==> config.mk <==
export PLATFORM = sky130hd
export DESIGN_NAME = condicionador_botoes_flat
export DESIGN_NICKNAME = d
export VERILOG_FILES = /design/src/rtl/condicionador_botoes_pkg.sv /design/src/rtl/condicionador_botoes_if.sv /design/src/rtl/condicionador_botoes_contador.sv /design/src/rtl/condicionador_botoes.sv /design/src/flat_wrapper.sv
export SDC_FILE = /design/constraint.sdc
export NUM_CORES = 1
export LEC_CHECK = 0
export ABC_AREA = 1
export BUFFER_PORTS_ARGS = -buffer_cell sky130_fd_sc_hd__buf_2
export CAP_MARGIN = 15
export CELL_PAD_IN_SITES_DETAIL_PLACEMENT = 0
export CELL_PAD_IN_SITES_GLOBAL_PLACEMENT = 2
export CORE_MARGIN = 4
export CORE_UTILIZATION = 38
export CTS_BUF_LIST = sky130_fd_sc_hd__clkbuf_4
export CTS_CLUSTER_SIZE = 10
export DETAILED_ROUTE_END_ITERATION = 8
export PLACE_DENSITY_LB_ADDON = 0.1
export REMOVE_ABC_BUFFERS = 1
export SYNTH_ARGS = -nofsm -noshare
export SYNTH_HDL_FRONTEND = slang
export SYNTH_SLANG_ARGS = --single-unit
==> constraint.sdc <==
create_clock -name clock -period 2.6 [get_ports clock]
set_input_delay 0.52 -clock clock [delete_from_list [all_inputs] [get_ports clock]]
set_output_delay 0.52 -clock clock [all_outputs]
set_load 0.01 [all_outputs]
==> src/rtl/condicionador_botoes_pkg.sv <==
// Shared definitions for the button conditioner and the game datapath:
// FSM state codes, default timing parameters and the one-hot test.
package jogo_pkg;

  typedef logic [2:0] estado_t;

  localparam logic [2:0] ESPERA = 3'd0;
  localparam logic [2:0] FILTRA = 3'd1;
  localparam logic [2:0] EMITE  = 3'd2;
  localparam logic [2:0] SEGURA = 3'd3;
  localparam logic [2:0] SOLTA  = 3'd4;

  localparam int DEBOUNCE_DEF = 3;
  localparam int TIMEOUT_DEF  = 5000;

  function automatic logic eh_one_hot(input logic [3:0] v);
    return (v != 4'b0000) && ((v & (v - 4'b0001)) == 4'b0000);
  endfunction

endpackage

==> src/rtl/condicionador_botoes_if.sv <==
// Signal bundle between the button conditioner and the game FSM.
// The game side is the master; the conditioner is the slave.
interface condicionador_botoes_if;
  import jogo_pkg::*;

  logic [3:0] botoes;
  logic       habilita;
  logic       conta_timeout;
  logic [3:0] jogada;
  logic       tem_jogada;
  logic       jogada_invalida;
  logic       timeout;
  estado_t    db_estado;

  modport master (
    output botoes, habilita, conta_timeout,
    input  jogada, tem_jogada, jogada_invalida, timeout, db_estado
  );

  modport slave (
    input  botoes, habilita, conta_timeout,
    output jogada, tem_jogada, jogada_invalida, timeout, db_estado
  );
endinterface

==> src/rtl/condicionador_botoes_contador.sv <==
// Saturating mod-M counter with synchronous clear and a registered
// terminal-count flag that tracks the value being loaded.
module contador_m #(
  parameter int M = 5000
) (
  input  logic clk,
  input  logic rst_n,
  input  logic clear_i,
  input  logic enable_i,
  output logic tc_o
);
  localparam int W = (M > 1) ? $clog2(M) : 1;
  localparam logic [W-1:0] MAX = W'(M - 1);

  logic [W-1:0] valor_q, valor_d;
  logic         tc_q;

  always_comb begin
    valor_d = valor_q;
    if (clear_i)
      valor_d = '0;
    else if (enable_i && (valor_q != MAX))
      valor_d = valor_q + W'(1);
  end

  // tc follows the next value so it asserts on the same edge the count lands
  always_ff @(posedge clk or negedge rst_n) begin
    if (!rst_n) begin
      valor_q <= '0;
      tc_q    <= 1'b0;
    end else begin
      valor_q <= valor_d;
      tc_q    <= (valor_d == MAX);
    end
  end

  assign tc_o = tc_q;
endmodule

==> src/rtl/condicionador_botoes.sv <==
// Synchronizes and debounces the four player buttons, emitting one play
// (or one error) per physical press, plus the inactivity timeout.
module condicionador_botoes
  import jogo_pkg::*;
#(
  parameter int DEBOUNCE       = DEBOUNCE_DEF,
  parameter int TIMEOUT_CYCLES = TIMEOUT_DEF
) (
  input  logic                   clock,
  input  logic                   reset,
  condicionador_botoes_if.slave  io
);
  localparam int CW = $clog2(DEBOUNCE);
  localparam logic [CW-1:0] CNT_MAX = CW'(DEBOUNCE - 1);

  logic [3:0]    b_meta_q, b_s_q;
  estado_t       state_q, state_d;
  logic [3:0]    cand_q, cand_d;
  logic [CW-1:0] cnt_q, cnt_d;
  logic [3:0]    jogada_q, jogada_d;
  logic          ok_q, ok_d;
  logic          err_q, err_d;
  logic          limpa_timeout;
  logic          timeout_s;

  // NOTE: every signal driven here gets a default first, so no latch is inferred.
  always_comb begin
    state_d  = state_q;
    cand_d   = cand_q;
    cnt_d    = cnt_q;
    jogada_d = jogada_q;
    ok_d     = 1'b0;
    err_d    = 1'b0;
    case (state_q)
      ESPERA: begin
        if (b_s_q != 4'b0000) begin
          cand_d  = b_s_q;
          cnt_d   = '0;
          state_d = FILTRA;
        end
      end
      FILTRA: begin
        if (b_s_q == cand_q) begin
          if (cnt_q == CNT_MAX) begin
            state_d = EMITE;
            if (!eh_one_hot(cand_q)) begin
              err_d = 1'b1;
            end else if (io.habilita) begin
              jogada_d = cand_q;
              ok_d     = 1'b1;
            end
          end else begin
            cnt_d = cnt_q + CW'(1);
          end
        end else if (b_s_q == 4'b0000) begin
          state_d = ESPERA;
        end else begin
          cand_d = b_s_q;
          cnt_d  = '0;
        end
      end
      EMITE: state_d = SEGURA;
      SEGURA: begin
        if (b_s_q == 4'b0000) begin
          cnt_d   = '0;
          state_d = SOLTA;
        end
      end
      SOLTA: begin
        // a bounce during release restarts the hold wait instead of emitting
        if (b_s_q != 4'b0000)
          state_d = SEGURA;
        else if (cnt_q == CNT_MAX)
          state_d = ESPERA;
        else
          cnt_d = cnt_q + CW'(1);
      end
      default: state_d = ESPERA;
    endcase
  end

  // NOTE: sequential state is updated with non-blocking assignments only.
  always_ff @(posedge clock or negedge reset) begin
    if (!reset) begin
      b_meta_q <= '0;
      b_s_q    <= '0;
      state_q  <= ESPERA;
      cand_q   <= '0;
      cnt_q    <= '0;
      jogada_q <= '0;
      ok_q     <= 1'b0;
      err_q    <= 1'b0;
    end else begin
      b_meta_q <= io.botoes;
      b_s_q    <= b_meta_q;
      state_q  <= state_d;
      cand_q   <= cand_d;
      cnt_q    <= cnt_d;
      jogada_q <= jogada_d;
      ok_q     <= ok_d;
      err_q    <= err_d;
    end
  end

  // an accepted play restarts the inactivity window on the edge it is loaded
  assign limpa_timeout = !io.conta_timeout || ok_d;

  contador_m #(.M(TIMEOUT_CYCLES)) u_timeout (
    .clk      (clock),
    .rst_n    (reset),
    .clear_i  (limpa_timeout),
    .enable_i (io.conta_timeout),
    .tc_o     (timeout_s)
  );

  assign io.jogada          = jogada_q;
  assign io.tem_jogada      = ok_q;
  assign io.jogada_invalida = err_q;
  assign io.timeout         = timeout_s;
  assign io.db_estado       = state_q;
endmodule

==> src/flat_wrapper.sv <==
// flat-port wrapper written by rule: the top's interface ports become plain ports
module condicionador_botoes_flat import jogo_pkg::*;
#(
  parameter int DEBOUNCE       = DEBOUNCE_DEF,
  parameter int TIMEOUT_CYCLES = TIMEOUT_DEF
)
  (clock, reset, io_botoes, io_habilita, io_conta_timeout, io_jogada, io_tem_jogada, io_jogada_invalida, io_timeout, io_db_estado);
  condicionador_botoes_if io_i ();
  input  logic clock;
  input  logic reset;
  input wire logic [$bits(io_i.botoes)-1:0] io_botoes;
  input wire logic [$bits(io_i.habilita)-1:0] io_habilita;
  input wire logic [$bits(io_i.conta_timeout)-1:0] io_conta_timeout;
  output wire logic [$bits(io_i.jogada)-1:0] io_jogada;
  output wire logic [$bits(io_i.tem_jogada)-1:0] io_tem_jogada;
  output wire logic [$bits(io_i.jogada_invalida)-1:0] io_jogada_invalida;
  output wire logic [$bits(io_i.timeout)-1:0] io_timeout;
  output wire logic [$bits(io_i.db_estado)-1:0] io_db_estado;
  assign io_i.botoes = io_botoes;
  assign io_i.habilita = io_habilita;
  assign io_i.conta_timeout = io_conta_timeout;
  assign io_jogada = io_i.jogada;
  assign io_tem_jogada = io_i.tem_jogada;
  assign io_jogada_invalida = io_i.jogada_invalida;
  assign io_timeout = io_i.timeout;
  assign io_db_estado = io_i.db_estado;
  condicionador_botoes #(.DEBOUNCE(DEBOUNCE), .TIMEOUT_CYCLES(TIMEOUT_CYCLES)) u_core (.clock(clock), .reset(reset), .io(io_i));
endmodule
==> results of run 1 <==
metal layers:
layer,vias to the layer above,part of all wire,track usage,wire length [um]
met5,-,0,0,0
li1,899,-,-,-
met3,4,0.059,0.0537,264
met4,0,0.0062,0.0465,28
met2,37,0.41,0.213,1820
met1,767,0.53,0.234,2370
critical path: cells and delay by family, from the launching register on:
family        cells  cell delay (ns)
fa+ha+maj         1             0.24
buf+inv           1             0.09
flops             1             0.41
simple gates     11             0.99
worst min-delay path by stage:
| stage | to | cells after the start | slack, ns |
|---|---|---|---|
| final | u_core.io.jogada[1] | 1 | 0.26 |
| after global routing | u_core.b_meta_q[1] | 1 | 0.23 |
| after CTS | u_core.b_meta_q[3] | 1 | 0.25 |
| after detailed placement | u_core.b_s_q[1] | 0 | 0.34 |
| after global placement | u_core.b_s_q[1] | 0 | 0.33 |
| after floorplan | u_core.b_meta_q[0] | 0 | 0.22 |
metrics by stage:
stage	cells	power, W	utilization	area [um2]
finish	371	0.00159	0.443	2290
global route	371	0.00174	0.443	2290
CTS	371	0.00161	0.443	2290
detailed placement	363	0.00121	0.428	2210
global placement	363	0.00121	0.428	2210
floorplan	276	0.00107	-	2040
registers in the layout (all words and copies together) (netlist names):
name	flops
u_core.b_meta_q	4
u_core.u_timeout.valor_q	13
u_core.cnt_q	2
u_core.u_timeout.tc_o	1
u_core.io.db_estado	3
u_core.b_s_q	4
u_core.io.tem_jogada	1
u_core.cand_q	4
u_core.io.jogada	4
u_core.io.jogada_invalida	1
where the power goes:
group / switching (W) / internal, W / total (W) / leakage (nW)
logic: 0.000318 / 0.000154 / 0.000472 / 0.675
registers: 0.0000714 / 0.000646 / 0.000718 / 0.484
clock network: 0.000203 / 0.000199 / 0.000402 / 0.0389
logic make-up (layout without fill, tap and decap cells):
| family | after synthesis | in the layout |
|---|---|---|
| and+or+nand+nor | 162 | 162 |
| buffers and inverters | 44 | 68 |
| DFF | 37 | 37 |
| AOI/OAI and AO/OA | 25 | 25 |
| xor gates and xnor gates | 6 | 6 |
| adders and majority gates | 3 | 3 |
placed cells by master (no fill, tap or decap), types with 2 or more instances in the layout:
master and n:
nand2_1 106, dfrtp_1 37, inv_1 35, nor2_1 21, buf_2 17, o21ai_0 16, nand3_1 13, inv_2 8
nor2_2 5, xor2_1 5, clkbuf_4 5, nor2_4 4, nand3b_1 3, nand4_1 3, nand2_2 3, a21oi_1 3
ha_1 3, o21ai_2 2
layout make-up:
type | instances | area, um2
fillers | 567 | 2880
multi-input cells | 196 | 953
flip-flops and latches | 37 | 926
inverters | 43 | 161
well taps | 70 | 87.6
repair buffers | 17 | 85.1
clock inverters | 3 | 41.3
clock buffers | 5 | 37.5
==> reports/summary.txt, run 1 <==
largest cells by area after synthesis = dfrtp_1, nand2_1, inv_1
cell taking the most area after synthesis = dfrtp_1
Synth Area in Compound Gates = 0.0686
diode count = 0
Slew @ Worst Pin = 0.832 ns
final worst-path cycle share = 0.686
Post-Synth Adder-Cell Area = 0.0182
top cells by count, synth = nand2_1, dfrtp_1, inv_1
R2R depth = 13
most frequent cell after synthesis = nand2_1
EDFF count, synth = 0
Slew headroom = 0.445
Crit. Startpoint = u_core.u_timeout.valor_q[1]
global-route wire length before repair = 7810 um
GRT Util Overall = 0.157
Clock Tree Buf Depth = 2
setup bufs post-CTS = 0
pin count of the biggest net entering global routing = 38
max cap viols = 0
Clock Skew = 0.00893 ns
Starting Density = 0.398
Nets = 311
Slew Limit Fails = 0
gpl congestion = 0.826
Die ar. = 6670 um2
Post-Syn Area per Cell = 7.44 um2
post-synthesis async set-or-reset flop share = 1.00
antenna violations before repair = 0
H-Tree Depth = 2
Yosys reg bits = 37
Synth top area share = 0.449
Iteration-0 DRC Markers = 75
worst path arrival time = 2.08 ns
main combinational cell family by area after synthesis = simple AND/OR/NAND/NOR gates
critical path's largest stage delay = 0.41 ns
Clock Sink Count = 37
CP Cell Sequence = ha_1 -> nand2_1 -> nor2_4 -> nand3_4 -> nand2_4 -> inv_2 -> nand2_1 -> nand2_1 -> nand2_1 -> nand2_1 -> nor2_1 -> nand2_1 -> nor2_1
die width = 81.6 um
reg2reg start = u_core.u_timeout.valor_q[1]
distinct cell type count after synthesis = 26
Worst EP required = 2.89 ns
Area Overhead vs Synth = 11.2%
Routed WL = 4480 um
crit path max fanout = 16
clk root buf = clkbuf_4
Setup CP Type = flip-flop to flip-flop
DRT Pass-1 Iters = 4
dpl ws = 0.797 ns
status = complete, no violations
Vias/cell = 4.60
critical path endpoint = u_core.u_timeout.tc_o
DRC errors left = 0
Synth Flop Type = dfrtp_1
Synthesis Warnings = 0
row cnt = 26
Highest Clock Rate = 560 MHz
post-synthesis mux area share = 0
proportion of layout cells with a drive suffix above 1 = 0.163
vias in the first global route = 1624
critical path endpoint category = flip-flop
Hold Slack = 0.257 ns
Hold Violations, Final = 0
Post-CTS Resized = 0
Worst VDD drop = 0.381 mV
Hold Buf Count CTS = 0
CTS tree = built
Final WS setup = 0.816 ns
Num CTS Buffers = 5
HP Class = primary input to async pin
grt ovf = 0
vias post-DR = 1707
reg-to-reg slack, setup = 0.82 ns
post-synthesis sequential area ratio = 0.449
Mapped Cells = 277
setup TNS = 0 ns
cell mode on critical path = nand2_1
PortBufs = 17
leakage power = 1.20 nW
fin crit period = 1.78 ns
HPWL after DPL = 3480 um
post-synthesis simple-gate area fraction = 0.350
Routed Antenna Nets = 0
clock-pin slew on the worst setup and hold paths = 0.12 ns
# setup viols final = 0
RSZ-0062 raised after global routing = no
Die Y = 81.6 um
Mapped Area = 2060 um2
Post-Synth XOR/XNOR Area = 0.0255
core box area = 5170 um2
I/O pins = 18
Slowest cell on crit path = dfrtp_1
WL/cell = 12.1 um
PD cells = 694 nW/um2
R2R Path End = u_core.u_timeout.tc_o
worst skew pair latency = 0.35 ns
Critical Path Start Type = flip-flop
Power figures use the tool's default switching activity.
==> run 2, diff against run 1 <==
- ABC_AREA: 1 -> 0
- CORE_UTILIZATION: 38 -> 36
- clock period: 2.6 -> 1.6 ns (I/O delays scaled with it)
==> run 2 against run 1 <==
The run now ends with setup timing left. Cell area up 14%. Total power up 22%. Die area down 5.9%. Clock skew down 0.0053 ns. Sequential share of layout area down 4.8 points. First-iteration DRC count down 55%. Non-clock buffer count up 54. Utilization up 10 points. Critical endpoint is now u_core.cand_q[3]. Largest power group unchanged. Highest routed layer unchanged.
==> reports/summary.txt, run 2 <==
status = complete, but fails checks
failing checks = setup timing
top cells by count, synth = dfrtp_1, nor2_1, nand2_1
antenna violations before repair = 0
reg-to-reg slack, setup = -0.14 ns
Die Y = 79.2 um
vias in the first global route = 1525
Synthesis Warnings = 0
Design Power = 0.00194 W
row cnt = 25
cell taking the most area after synthesis = dfrtp_1
die width = 79.2 um
dpl ws = -0.289 ns
Clock Skew = 0.00359 ns
EDFF count, synth = 0
Worst EP required = 1.83 ns
proportion of layout cells with a drive suffix above 1 = 0.496
Routed WL = 4300 um
most common cell after layout, fill and taps aside = buf_4
distinct cell type count after synthesis = 42
core box area = 4820 um2
Yosys reg bits = 37
Clock Tree Buf Depth = 2
GRT Util Overall = 0.147
global-route wire length before repair = 7020 um
Synth Flop Type = dfrtp_1
WL/cell = 14.0 um
Area Overhead vs Synth = 43.4%
worst skew pair latency = 0.34 ns
H-Tree Depth = 2
Slew @ Worst Pin = 0.469 ns
Reg with most FFs = u_core.u_timeout.valor_q
Post-Syn Area per Cell = 10.9 um2
reg2reg start = u_core.cand_q[1]
Highest Clock Rate = 576 MHz
Num CTS Buffers = 5
R2R depth = 7
Routed Antenna Nets = 0
pin count of the biggest net entering global routing = 38
PD cells = 739 nW/um2
I/O pins = 18
clock-pin slew on the worst setup and hold paths = 0.11 ns
PortBufs = 17
DRT Pass-1 Iters = 4
Nets = 250
number of flip-flops in the largest register = 13
Vias/cell = 4.87
max cap viols = 0
Starting Density = 0.379
Post-Layout Cell Count = 307
Mapped Area = 1830 um2
setup TNS = -2.03 ns
leakage power = 1.16 nW
Final WS setup = -0.137 ns
Mapped Cells = 167
fin crit period = 1.74 ns
crit path max fanout = 5
Synth top area share = 0.507
HPWL after DPL = 3000 um
final worst-path cycle share = 1.09
Die ar. = 6270 um2
grt ovf = 0
RSZ-0062 raised after global routing = yes
Iteration-0 DRC Markers = 34
post-synthesis async set-or-reset flop share = 1.00
post-synthesis sequential area ratio = 0.507
most frequent cell after synthesis = dfrtp_1
R2R Path End = u_core.cand_q[3]
Hold Violations, Final = 0
Slew Limit Fails = 0
commonest non-fill, non-tap cells in the layout = buf_4, dfrtp_1, buf_2, nor2_1, nand2_1
vias post-DR = 1496
DRC errors left = 0
clk root buf = clkbuf_4
# setup viols final = 24
critical path endpoint category = flip-flop
Filler cells = 463
worst path arrival time = 1.97 ns
diode count = 0
cell count after placement = 287
Worst VDD drop = 0.391 mV
CTS tree = built
Critical Path Start Type = flip-flop
Clock Sink Count = 37
Setup CP Type = flip-flop to flip-flop
gpl congestion = 0.813
Slew headroom = 0.687
largest cells by area after synthesis = dfrtp_1, mux2_2, xnor2_1
HP Class = primary input to async pin
[run 2: cell count changes in the layout (fill, tap and decap cells not counted), moves of 5 or more]
cell     previous run  this run
inv_1              35         6
mux2_2              0         8
nand2_1           106        11
buf_4               0        50
inv_2               8         0
nor2_1             21        16
nand3_1            13         4
xnor2_1             1        10
dfrtp_1            37        32
o21ai_0            16         0
dfrtp_2             0         5
[run 2: worst max path at each step]
stage / start / to / slack (ns)
floorplan: u_core.cand_q[3] / u_core.u_timeout.tc_o / -0.56
global placement: u_core.u_timeout.valor_q[4] / u_core.u_timeout.tc_o / -0.24
detailed placement: u_core.cand_q[2] / u_core.io.jogada[0] / -0.29
CTS: u_core.u_timeout.valor_q[10] / u_core.u_timeout.tc_o / -0.14
global route: u_core.cand_q[1] / u_core.cand_q[3] / -0.22
finish: u_core.cand_q[1] / u_core.cand_q[3] / -0.14
[run 2: kinds of logic after synthesis]
logic type | Yosys count | synth area share
buffers and inverters | 12 | 0.0329
XOR/XNOR | 16 | 0.0768
flip-flops | 37 | 0.507
adder cells (fa/ha/maj) | 3 | 0.0206
AND/OR/NAND/NOR | 69 | 0.227
multiplexers | 10 | 0.0610
AO/OA/AOI/OAI | 20 | 0.0747
[run 2: area by class of cell]
cell class,instances,area (um2),share of cell area
clock buffer,5,37.5,0.0143
clock inverter,3,41.3,0.0158
inverter,6,22.5,0.00860
multi-input combinational,118,995,0.380
sequential,37,932,0.356
tap,67,83.8,0.0320
timing repair buffer,71,505,0.193
[run 2: repair_timing]
item                                    4_1_cts  5_1_grt
resized for setup                            17       21
endpoints found under the setup margin       25       27
hold endpoints to repair                      0        0
pin swaps                                    15       10
hold buffers                                  0        0
setup buffers                                 6        7
cloned                                        0        1
[run 2: layer usage]
metal | vias to the layer above | routed length, um | track usage
met1 | 731 | 1810 | 0.155
li1 | 740 | - | -
met5 | - | 0 | 0
met2 | 19 | 2280 | 0.278
met3 | 6 | 131 | 0.0351
met4 | 0 | 69 | 0.0567
[run 2: through the flow]
stage	utilization	area (um2)	hold WS [ns]
after floorplan	-	1790	0.0244
after global placement	0.472	2270	0.335
after detailed placement	0.472	2270	0.336
after CTS	0.515	2480	0.00148
after global routing	0.543	2620	0.0186
final	0.543	2620	0.00899
[run 2: where the power goes]
part | switching, W | total (W) | internal, W
clock network | 0.000317 | 0.000640 | 0.000323
logic | 0.000134 | 0.000292 | 0.000158
registers | 0.0000357 | 0.00100 | 0.000968
total | 0.000487 | 0.00194 | 0.00145
[run 2: worst max-delay path: stages (launching register included)]
cell and delay (ns):
dfrtp_2 0.46, xnor2_1 0.17, nand4_1 0.15, buf_4 0.18, nor3_4 0.18, nor4_4 0.05
buf_4 0.15, mux2_4 0.29
